File: config.mk
export PLATFORM = sky130hd
export DESIGN_NAME = power_on_reset_sequencer_flat
export DESIGN_NICKNAME = d
export VERILOG_FILES = /design/src/rtl/power_on_reset_sequencer_if.sv /design/src/rtl/power_on_reset_sequencer.sv /design/src/flat_wrapper.sv
export SDC_FILE = /design/constraint.sdc
export NUM_CORES = 1
export LEC_CHECK = 0
export BUFFER_PORTS_ARGS = -buffer_cell sky130_fd_sc_hd__buf_2
export CORE_ASPECT_RATIO = 1.5
export CORE_MARGIN = 2
export CORE_UTILIZATION = 61
export DETAILED_ROUTE_END_ITERATION = 16
export GPL_ROUTABILITY_DRIVEN = 0
export PLACE_DENSITY = 0.83
export SETUP_SLACK_MARGIN = 0.1
export SYNTH_ARGS = -nofsm -noshare
export SYNTH_HDL_FRONTEND = slang
export SYNTH_SLANG_ARGS = --single-unit
export TNS_END_PERCENT = 100
File: constraint.sdc
create_clock -name clock -period 4 [get_ports clock]
set_input_delay 0.8 -clock clock [delete_from_list [all_inputs] [get_ports clock]]
set_output_delay 0.8 -clock clock [all_outputs]
set_load 0.02 [all_outputs]
File: src/rtl/power_on_reset_sequencer_if.sv
// Power-good input and sequenced reset outputs of the power-on reset sequencer.
// Master modport is the sequencer side; slave modport is the power source / reset consumer side.
interface power_on_reset_sequencer_if #(
  parameter int NUM_DOMAINS = 3
);
  logic                   power;
  logic [NUM_DOMAINS-1:0] sys_reset_n;
  logic                   ready;
  logic [1:0]             state;
  logic                   tick;
  logic [7:0]             brownout_count;

  modport master (
    input  power,
    output sys_reset_n, ready, state, tick, brownout_count
  );

  modport slave (
    output power,
    input  sys_reset_n, ready, state, tick, brownout_count
  );
endinterface

File: src/rtl/power_on_reset_sequencer.sv
// Releases per-domain resets in order once synchronized power is stable, then runs a tick divider.
// Power-good reaches the FSM 2 cycles late; all outputs registered; no backpressure (free-running).
module power_on_reset_sequencer #(
  parameter int STABLE_CYCLES = 16,
  parameter int NUM_DOMAINS   = 3,
  parameter int STAGE_GAP     = 4,
  parameter int TICK_DIV      = 10
) (
  input  logic                              clock,
  input  logic                              reset_n,
  power_on_reset_sequencer_if.master        bus
);

  typedef enum logic [1:0] {
    OFF       = 2'd0,
    STABILIZE = 2'd1,
    RELEASE   = 2'd2,
    RUN       = 2'd3
  } state_t;

  localparam int SW = (STABLE_CYCLES > 1) ? $clog2(STABLE_CYCLES) : 1;
  localparam int GW = (STAGE_GAP > 1) ? $clog2(STAGE_GAP) : 1;
  localparam int TW = $clog2(TICK_DIV);

  localparam logic [SW-1:0] STABLE_LAST = SW'(STABLE_CYCLES - 1);
  localparam logic [GW-1:0] GAP_LAST    = GW'(STAGE_GAP - 1);
  localparam logic [TW-1:0] TICK_LAST   = TW'(TICK_DIV - 1);

  state_t                 state_q, state_d;
  logic                   sync_q, power_s;
  logic [SW-1:0]          stable_q, stable_d;
  logic [GW-1:0]          gap_q, gap_d;
  logic [TW-1:0]          tick_cnt_q, tick_cnt_d;
  logic [NUM_DOMAINS-1:0] dom_q, dom_d;
  logic                   ready_q, ready_d;
  logic                   tick_q, tick_d;
  logic [7:0]             bo_q, bo_d;

  // power is asynchronous to clock; only power_s may steer the FSM
  always_ff @(posedge clock or negedge reset_n) begin
    if (!reset_n) begin
      sync_q  <= 1'b0;
      power_s <= 1'b0;
    end else begin
      sync_q  <= bus.power;
      power_s <= sync_q;
    end
  end

  always_ff @(posedge clock or negedge reset_n) begin
    if (!reset_n) begin
      state_q    <= OFF;
      stable_q   <= '0;
      gap_q      <= '0;
      tick_cnt_q <= '0;
      dom_q      <= '0;
      ready_q    <= 1'b0;
      tick_q     <= 1'b0;
      bo_q       <= 8'd0;
    end else begin
      state_q    <= state_d;
      stable_q   <= stable_d;
      gap_q      <= gap_d;
      tick_cnt_q <= tick_cnt_d;
      dom_q      <= dom_d;
      ready_q    <= ready_d;
      tick_q     <= tick_d;
      bo_q       <= bo_d;
    end
  end

  always_comb begin
    state_d    = state_q;
    stable_d   = stable_q;
    gap_d      = gap_q;
    tick_cnt_d = tick_cnt_q;
    dom_d      = dom_q;
    ready_d    = ready_q;
    tick_d     = 1'b0;
    bo_d       = bo_q;

    // Power loss outranks every counter-terminal transition
    if (state_q != OFF && !power_s) begin
      state_d    = OFF;
      stable_d   = '0;
      gap_d      = '0;
      tick_cnt_d = '0;
      dom_d      = '0;
      ready_d    = 1'b0;
      if (state_q != STABILIZE && bo_q != 8'hFF) begin
        bo_d = bo_q + 8'd1;
      end
    end else begin
      case (state_q)
        OFF: begin
          stable_d   = '0;
          gap_d      = '0;
          tick_cnt_d = '0;
          dom_d      = '0;
          ready_d    = 1'b0;
          if (power_s) begin
            state_d = STABILIZE;
          end
        end
        STABILIZE: begin
          if (stable_q == STABLE_LAST) begin
            state_d  = RELEASE;
            stable_d = '0;
            gap_d    = '0;
            dom_d    = NUM_DOMAINS'(1);
          end else begin
            stable_d = stable_q + 1'b1;
          end
        end
        RELEASE: begin
          if (gap_q == GAP_LAST) begin
            gap_d = '0;
            if (&dom_q) begin
              state_d    = RUN;
              ready_d    = 1'b1;
              tick_cnt_d = '0;
            end else begin
              dom_d = (dom_q << 1) | NUM_DOMAINS'(1);
            end
          end else begin
            gap_d = gap_q + 1'b1;
          end
        end
        RUN: begin
          if (tick_cnt_q == TICK_LAST) begin
            tick_cnt_d = '0;
            tick_d     = 1'b1;
          end else begin
            tick_cnt_d = tick_cnt_q + 1'b1;
          end
        end
        default: state_d = OFF;
      endcase
    end
  end

  assign bus.sys_reset_n    = dom_q;
  assign bus.ready          = ready_q;
  assign bus.state          = state_q;
  assign bus.tick           = tick_q;
  assign bus.brownout_count = bo_q;

endmodule
File: src/flat_wrapper.sv
// flat-port wrapper written by rule: the top's interface ports become plain ports
module power_on_reset_sequencer_flat 
#(
  parameter int STABLE_CYCLES = 16,
  parameter int NUM_DOMAINS   = 3,
  parameter int STAGE_GAP     = 4,
  parameter int TICK_DIV      = 10
)
  (clock, reset_n, bus_power, bus_sys_reset_n, bus_ready, bus_state, bus_tick, bus_brownout_count);
  power_on_reset_sequencer_if #(.NUM_DOMAINS(NUM_DOMAINS)) bus_i ();
  input  logic clock;
  input  logic reset_n;
  input wire logic [$bits(bus_i.power)-1:0] bus_power;
  output wire logic [$bits(bus_i.sys_reset_n)-1:0] bus_sys_reset_n;
  output wire logic [$bits(bus_i.ready)-1:0] bus_ready;
  output wire logic [$bits(bus_i.state)-1:0] bus_state;
  output wire logic [$bits(bus_i.tick)-1:0] bus_tick;
  output wire logic [$bits(bus_i.brownout_count)-1:0] bus_brownout_count;
  assign bus_i.power = bus_power;
  assign bus_sys_reset_n = bus_i.sys_reset_n;
  assign bus_ready = bus_i.ready;
  assign bus_state = bus_i.state;
  assign bus_tick = bus_i.tick;
  assign bus_brownout_count = bus_i.brownout_count;
  power_on_reset_sequencer #(.STABLE_CYCLES(STABLE_CYCLES), .NUM_DOMAINS(NUM_DOMAINS), .STAGE_GAP(STAGE_GAP), .TICK_DIV(TICK_DIV)) u_core (.clock(clock), .reset_n(reset_n), .bus(bus_i));
endmodule
==> results of run 1 <==
## layout make-up
class	count	area share, %
Clock buffer	3	1.39
Clock inverter	1	0.310
Inverter	5	1.16
Multi-Input combinational cell	110	48.2
Sequential cell	27	41.8
Tap cell	24	1.86
Timing Repair Buffer	17	5.26
## metal layers
metal  GRT usage [%]  up-vias
met4            17.4        0
met1            25.1      563
li1                -      573
met2            40.4       41
met5               0        -
met3            2.79       14
## cells by family after synthesis
family / after synthesis / share of synthesized area (%)
AND/OR/NAND/NOR: 57 / 19.1
AO/OA/AOI/OAI: 29 / 15.1
flip-flops: 27 / 44.7
buffers and inverters: 10 / 3.65
adder cells (fa/ha/maj): 10 / 8.29
XOR/XNOR: 7 / 4.06
multiplexers: 7 / 5.05
## placed cells by master (no fill, tap or decap), drive strengths merged, types with 2 or more instances in the layout
| cell type | n |
|---|---|
| a211oi | 3 |
| a21oi | 4 |
| a221o | 2 |
| a22o | 2 |
| a311oi | 2 |
| a32o | 2 |
| and3 | 4 |
| and4 | 4 |
| buf | 17 |
| clkbuf | 3 |
| dfrtp | 27 |
| ha | 10 |
| inv | 5 |
| mux2 | 5 |
| mux2i | 2 |
| nand2 | 13 |
| nand2b | 2 |
| nand3 | 12 |
| nor2 | 12 |
| nor3 | 5 |
| o21ai | 7 |
| xnor2 | 5 |
| xor2 | 2 |
## critical path, cell delays in order, from the launching register on
cell	delay, ps
dfrtp_1	470
inv_1	170
ha_1	530
or2_1	400
nand3_1	250
o21ai_1	270
mux2_2	380
## power breakdown
| part | switching (mW) | internal, mW | total (mW) |
|---|---|---|---|
| Sequential | 0.0781 | 0.336 | 0.414 |
| Combinational | 0.348 | 0.216 | 0.564 |
| Clock | 0.0798 | 0.0375 | 0.117 |
## flip-flops by register name (all words and copies together) (netlist names)
register,flops
u_core.bus.sys_reset_n,3
u_core.sync_q,1
u_core.power_s,1
u_core.stable_q,4
u_core.bus.ready,1
u_core.bus.tick,1
u_core.gap_q,2
u_core.bus.state,2
u_core.tick_cnt_q,4
u_core.bus.brownout_count,8
## per-stage QoR
step	total power [mW]	utilization, %	hold WS (ps)	worst slack [ps]	std cells
after global placement	0.951	66.4	342	1640	183
after global routing	1.18	67.5	390	1290	187
final	1.10	67.5	367	1430	187
after floorplan	0.849	-	331	1940	147
after CTS	1.10	67.5	368	1460	187
after detailed placement	0.980	66.4	336	1490	183
## worst max path at each step
stage | from | end | slack [ps] | cells past startpoint
global route | u_core.bus.state[0] | u_core.tick_cnt_q[1] | 1290 | 6
CTS | u_core.bus.state[0] | u_core.tick_cnt_q[1] | 1460 | 6
finish | u_core.bus.state[0] | u_core.tick_cnt_q[1] | 1430 | 6
floorplan | u_core.bus.state[0] | u_core.bus.brownout_count[1] | 1940 | 6
detailed placement | u_core.bus.state[0] | u_core.tick_cnt_q[1] | 1490 | 6
global placement | u_core.bus.state[0] | u_core.tick_cnt_q[1] | 1640 | 6
==> results summary, run 1 <==
The die is 44.6 um wide. The highest layer touched by signal routing is met4. The clock reaches the later pin of the worst-skew pair after 320 ps. The global routing usage summed across all routing layers came out at between 20% and 30%. The post-cts gate resize count came out at 0. The critical path in this run is classified as reg2reg. The initial detailed-routing violation count came out at 38.

Clock-pin slew was measured on the worst setup and hold paths at 140 ps. The synthesized area per cell came out at roughly 10 um2. The startpoint identified for the worst register-to-register timing path is u_core.bus.state[0].

The initial core utilization is between 60 and 70%. The cell area that synthesis handed to floorplanning was approximately 1500 um2. Data on the critical path is required at its endpoint by between 4000 and 5000 ps.

The startpoint identified for the worst hold timing path is u_core.sync_q. The time the final worst path needs with I/O delays and setup is about 2600 ps. In this run, synthesis inferred 0 flip-flops with an integrated enable.

The remaining routing DRC violations is 0. The worst voltage drop across the vdd grid is roughly 0.46 mV. The reg-to-reg setup timing slack is 1430 ps. For this run, the leading register cell type out of synthesis is dfrtp_1. The number of buffers added by the clock tree synthesis step came out at 3. For this design the top-level I/O count stands at 18.

The transition time at the pin with the least slew margin is about 590 ps. The final cycle utilization of the critical path came out at ~64%. Max-cap violations in this run came to 0.

The floorplan die height came out at ~65 um. The cell area power density is around 680 nW/um2. Along the worst hold path, the cell count comes to 0. Sorting the synthesized cells by area gives the leading types as dfrtp_1 45%, ha_1 8.3%, nand3_1 4.0%, mux2_2 3.7%, nand2_1 3.2%. The tightest min-delay check is of the reg2reg type.

The worst hold path endpoint is u_core.power_s. The die covers just under 3000 um2. By count the netlist is led by 27 x dfrtp_1, 13 x nand2_1, 12 x nand3_1, 12 x nor2_1, 10 x ha_1. The half-perimeter wire length after placement came out at 2200 um. The number of nets with antenna violations after routing came out at 0. The number of warning messages in the yosys log came out at 0. The final routed wire length divided by cell count is 15.8 um. The arrival time of data at the critical path endpoint is between 2000 and 3000 ps. The root buffer cell is clkbuf_4. TritonCTS built the clock tree.

The storage element area came out at roughly 680 um2. The number of placement rows came out at 22. The maximum number of pins on one net before global-route repair came out at 28. The maximum level of the CTS H-tree is 1.

The number of sinks on the clock net came out at 27. The via count of the first global-routing pass is about 1,200. The final count of pins violating max slew came to 0.

The number of vias after detailed routing came out at 1,191. The final setup TNS came out at 0 ps. The wire length on met1 is approximately 1100 um. Summed over all instances, the cell type with the most area after synthesis is dfrtp_1. Summed over all nets, wire length on met2 after detailed routing comes to 1540 um.

The proportion of synthesized flip-flops having asynchronous set or reset came out at 100%. In this run the deepest clock path goes through 2 buffers. The repair_antennas step left the layout with diodes totalling 0. The number of hold buffers added after cts came out at 0. The capture point of the worst reg-to-reg path is u_core.tick_cnt_q[1]. The total routed wirelength came out at a little under 3000 um. In this run the post-CTS setup repair buffer count came out at 0.

The number of nets in the synthesized netlist is 160. The total area of multi-input combinational cells is 779 um2. The first global-routing pass estimated roughly 5000 um of wire. The number of hold violations in the final report is 0.

STA classifies the critical path startpoint as a register. The number of nets in the layout came out at 177. Yosys instantiated no cell more often than dfrtp_1.

The remaining global-route overflow is 0. The register bit count reported by yosys is 27. The number of iterations in the first detailed-routing pass is 4.

After routing the design area is around 1600 um2. On the final layout, the worst clock skew is 1.79 ps. The leakage power figure came out at just under 0.8 nW. Synthesis handed over a netlist of 147 instances. The number of antenna violations at the first check in global routing is 0.

The number of port buffers is 17. The fraction of final layout cells sized beyond drive strength 1 came out at between 10% and 20%. After detailed routing, the number of vias per cell comes to between 6 and 7. The routed design uses 136 um of met3 wire. The area after detailed placement came out at 1590 um2.

The top cell type's share of synthesized area came out at 44.7%. The proportion of synthesized chip area in sequential cells is 44.7%. The layout has between 200 and 250 filler cells.

The area of the core is 2390 um2. The headroom to the max-slew limit came out at 60.7%. The final count of negative-setup-slack endpoints came out at 0. The highest fanout seen on the critical path came out at 17. The flow ran to the end, and the final reports show no timing, DRC or antenna violations. Setup repair after global routing left no endpoint under its margin.

The post-synthesis cell type count is 39. The worst setup path is captured at a register. The area growth from synthesis to layout is 7.04%. The maximum frequency from static timing analysis is roughly 0.39 GHz.

The worst register-to-register path has a depth of 6.
Note: power is estimated with default switching activity, not from simulation.
==> run 2: changes to the inputs <==
--- a/config.mk
+++ b/config.mk
@@ -8,10 +8,10 @@
 export BUFFER_PORTS_ARGS = -buffer_cell sky130_fd_sc_hd__buf_2
 export CORE_ASPECT_RATIO = 1.5
 export CORE_MARGIN = 2
-export CORE_UTILIZATION = 61
+export CORE_UTILIZATION = 51
 export DETAILED_ROUTE_END_ITERATION = 16
 export GPL_ROUTABILITY_DRIVEN = 0
-export PLACE_DENSITY = 0.83
+export PLACE_DENSITY = 0.74
 export SETUP_SLACK_MARGIN = 0.1
 export SYNTH_ARGS = -nofsm -noshare
 export SYNTH_HDL_FRONTEND = slang
==> constraint.sdc (replaced) <==
create_clock -name clock -period 2.1 [get_ports clock]
set_input_delay 0.42 -clock clock [delete_from_list [all_inputs] [get_ports clock]]
set_output_delay 0.42 -clock clock [all_outputs]
set_load 0.02 [all_outputs]
==> results summary, run 2 (same netlist as run 1, synthesis figures left out) <==
The number of port buffers is 17 (unchanged). The maximum level of the CTS H-tree is 1 (unchanged). The reg-to-reg setup timing slack is 210 ps (-1220 ps). STA classifies the critical path endpoint as a register. The wire length of the first global-routing pass is 5330 um (+5.8%). The maximum number of pins on one net before global-route repair came out at 28 (unchanged).

The number of buffers on the longest clock path came to 2 (unchanged). The number of nets in the layout was 181 (+2.3%). The fraction of final layout cells sized beyond drive strength 1 came out at 24.0% (+6.2 points). The maximum clock skew at final layout is 2.09 ps (+0.299 ps). The count of placed standard cells including taps was 202 (+10%). The initial detailed-routing violation count came to 55 (+45%). The count of maximum capacitance violations came out at 0 (unchanged).

The number of hold violations in the final report was 0 (unchanged). The highest fanout seen on the critical path came out at 7 (-10). The time the final worst path needs with I/O delays and setup came out at 1890 ps (-684 ps).

The number of vias after detailed routing was 1,206 (+1.3%). The arrival time of data at the critical path endpoint came out at 2050 ps (-750 ps). The number of hold buffers added after cts came out at 0 (unchanged). The leakage power figure is 0.816 nW (+3.4%). The final routed wire length divided by cell count came out at 15.0 um (-4.9%). The total routed wirelength is 3090 um (+4.7%). The global routing usage summed across all routing layers came to 19.6% (-4.0 points). The initial core utilization came to 52.9% (-10 points). The post-placement setup slack was 126 ps (-1370 ps). In the layout the commonest cells are 25 x dfrtp_1, 17 x buf_2, 13 x nand2_1. The number of nets with antenna violations after routing came out at 0 (unchanged). The remaining routing DRC violations is 0 (unchanged).

TritonCTS built the clock tree. The area after detailed placement came out at 1640 um2 (+3.2%). The run finished with clean final reports. The summed area of non-filler cells in the final layout is 1710 um2 (+6.0%).

The maximum frequency from static timing analysis is 0.529 GHz (+36%). The number of iterations in the first detailed-routing pass came to 4 (unchanged). The half-perimeter wire length after placement came out at 2300 um (+4.6%). The cell sitting at the root of the clock tree is a clkbuf_8. The clock latency on the worst-skew pair came out at 270 ps (-50 ps). The number of sinks on the clock net came to 27 (unchanged).

STA classifies the critical path startpoint as a register. The final setup TNS is 0 ps (unchanged). The final cycle utilization of the critical path is 90.0% (+26 points).

The worst path required time is 2260 ps (-1970 ps). The transition time at the pin with the least slew margin came to 580 ps (-10.1 ps). The number of vias per cell came out at 5.85 (-8.1%).

The post-CTS setup buffer count was 0 (unchanged). The remaining global-route overflow came to 0 (unchanged). The final count of negative-setup-slack endpoints came out at 0 (unchanged). The number of antenna violations at the first check in global routing was 0 (unchanged). The number of placement rows was 24 (+9.1%). The worst setup path is of the reg2reg kind. The width of the die was 48.4 um (+8.5%). The area of the core was 2850 um2 (+19%).

The clock-pin transition on the worst setup and hold timing paths is 90 ps (-50 ps). The floorplan die height is 70.6 um (+8.8%). Setup repair after global routing left no endpoint under its margin. Leaving out fill and tap cells, the most frequent cell in the layout is dfrtp_1. The post-route core utilization is 60.1% (-7.4 points).

The overall power consumption is 2.26 mW (+110%). The post-cts gate resize count came out at 0 (unchanged). The die area came out at 3420 um2 (+18%).

The final worst slack is 210 ps (-1220 ps). The number of standard cells in the final layout excluding fillers was 206 (+10%). The final worst hold slack is 136 ps (-230 ps). The via count of the first global-routing pass is 1,172 (-1.5%). The worst voltage drop across the vdd grid came out at 1.05 mV (+130%). The number of buffers added by the clock tree synthesis step came out at 3 (unchanged). The headroom to the max-slew limit is 61.4% (+0.67 points). The number of I/O pins came out at 18 (unchanged). The count of antenna diodes in the layout is 0 (unchanged). The min-delay analysis places its worst path in the category in2async. The final count of pins violating max slew is 0 (unchanged).

The cell area power density is 1320 nW/um2 (+94%). The number of flip-flops in the largest register came out at 8 (unchanged). Compared with the post-synthesis result, the final layout area differs by 13.5%.
-- run 2: worst paths after layout --
check                                                to                 from  depth (start not counted)
max                                u_core.tick_cnt_q[0]  u_core.bus.state[0]                          6
min                        u_core.bus.brownout_count[5]              reset_n                          1
max reg2reg                        u_core.tick_cnt_q[0]  u_core.bus.state[0]                          6
min reg2reg                              u_core.power_s        u_core.sync_q                          0
max in group asynchronous           u_core.bus.state[0]              reset_n                          1
min in group clock                        u_core.sync_q            bus_power                          1
-- run 2: power breakdown --
| part | switching [mW] | internal, mW |
|---|---|---|
| Combinational | 0.697 | 0.471 |
| Sequential | 0.154 | 0.644 |
| Clock | 0.154 | 0.136 |
| Total | 1.01 | 1.25 |
-- run 2: final cells by class --
type	count	area, um2
sequential	27	678
timing repair buffer	21	115
fill	256	1140
multi-input combinational	110	808
tap	39	48.8
inverter	5	18.8
clock buffer	4	45.0
-- run 2: per-layer routing --
layer	up-vias	global-route usage (%)	share of wire [%]
met1	584	23.9	40
met4	0	6.67	1.8
met5	-	0	0
li1	571	-	-
met3	8	2.11	5.4
met2	43	35.8	53
-- run 2: worst max-delay path: stages (launching register included) --
cell and delay (ps):
dfrtp_2 440, inv_1 150, ha_1 270, nor2b_2 230
nor2_1 100, o21ai_2 210, mux2_2 360
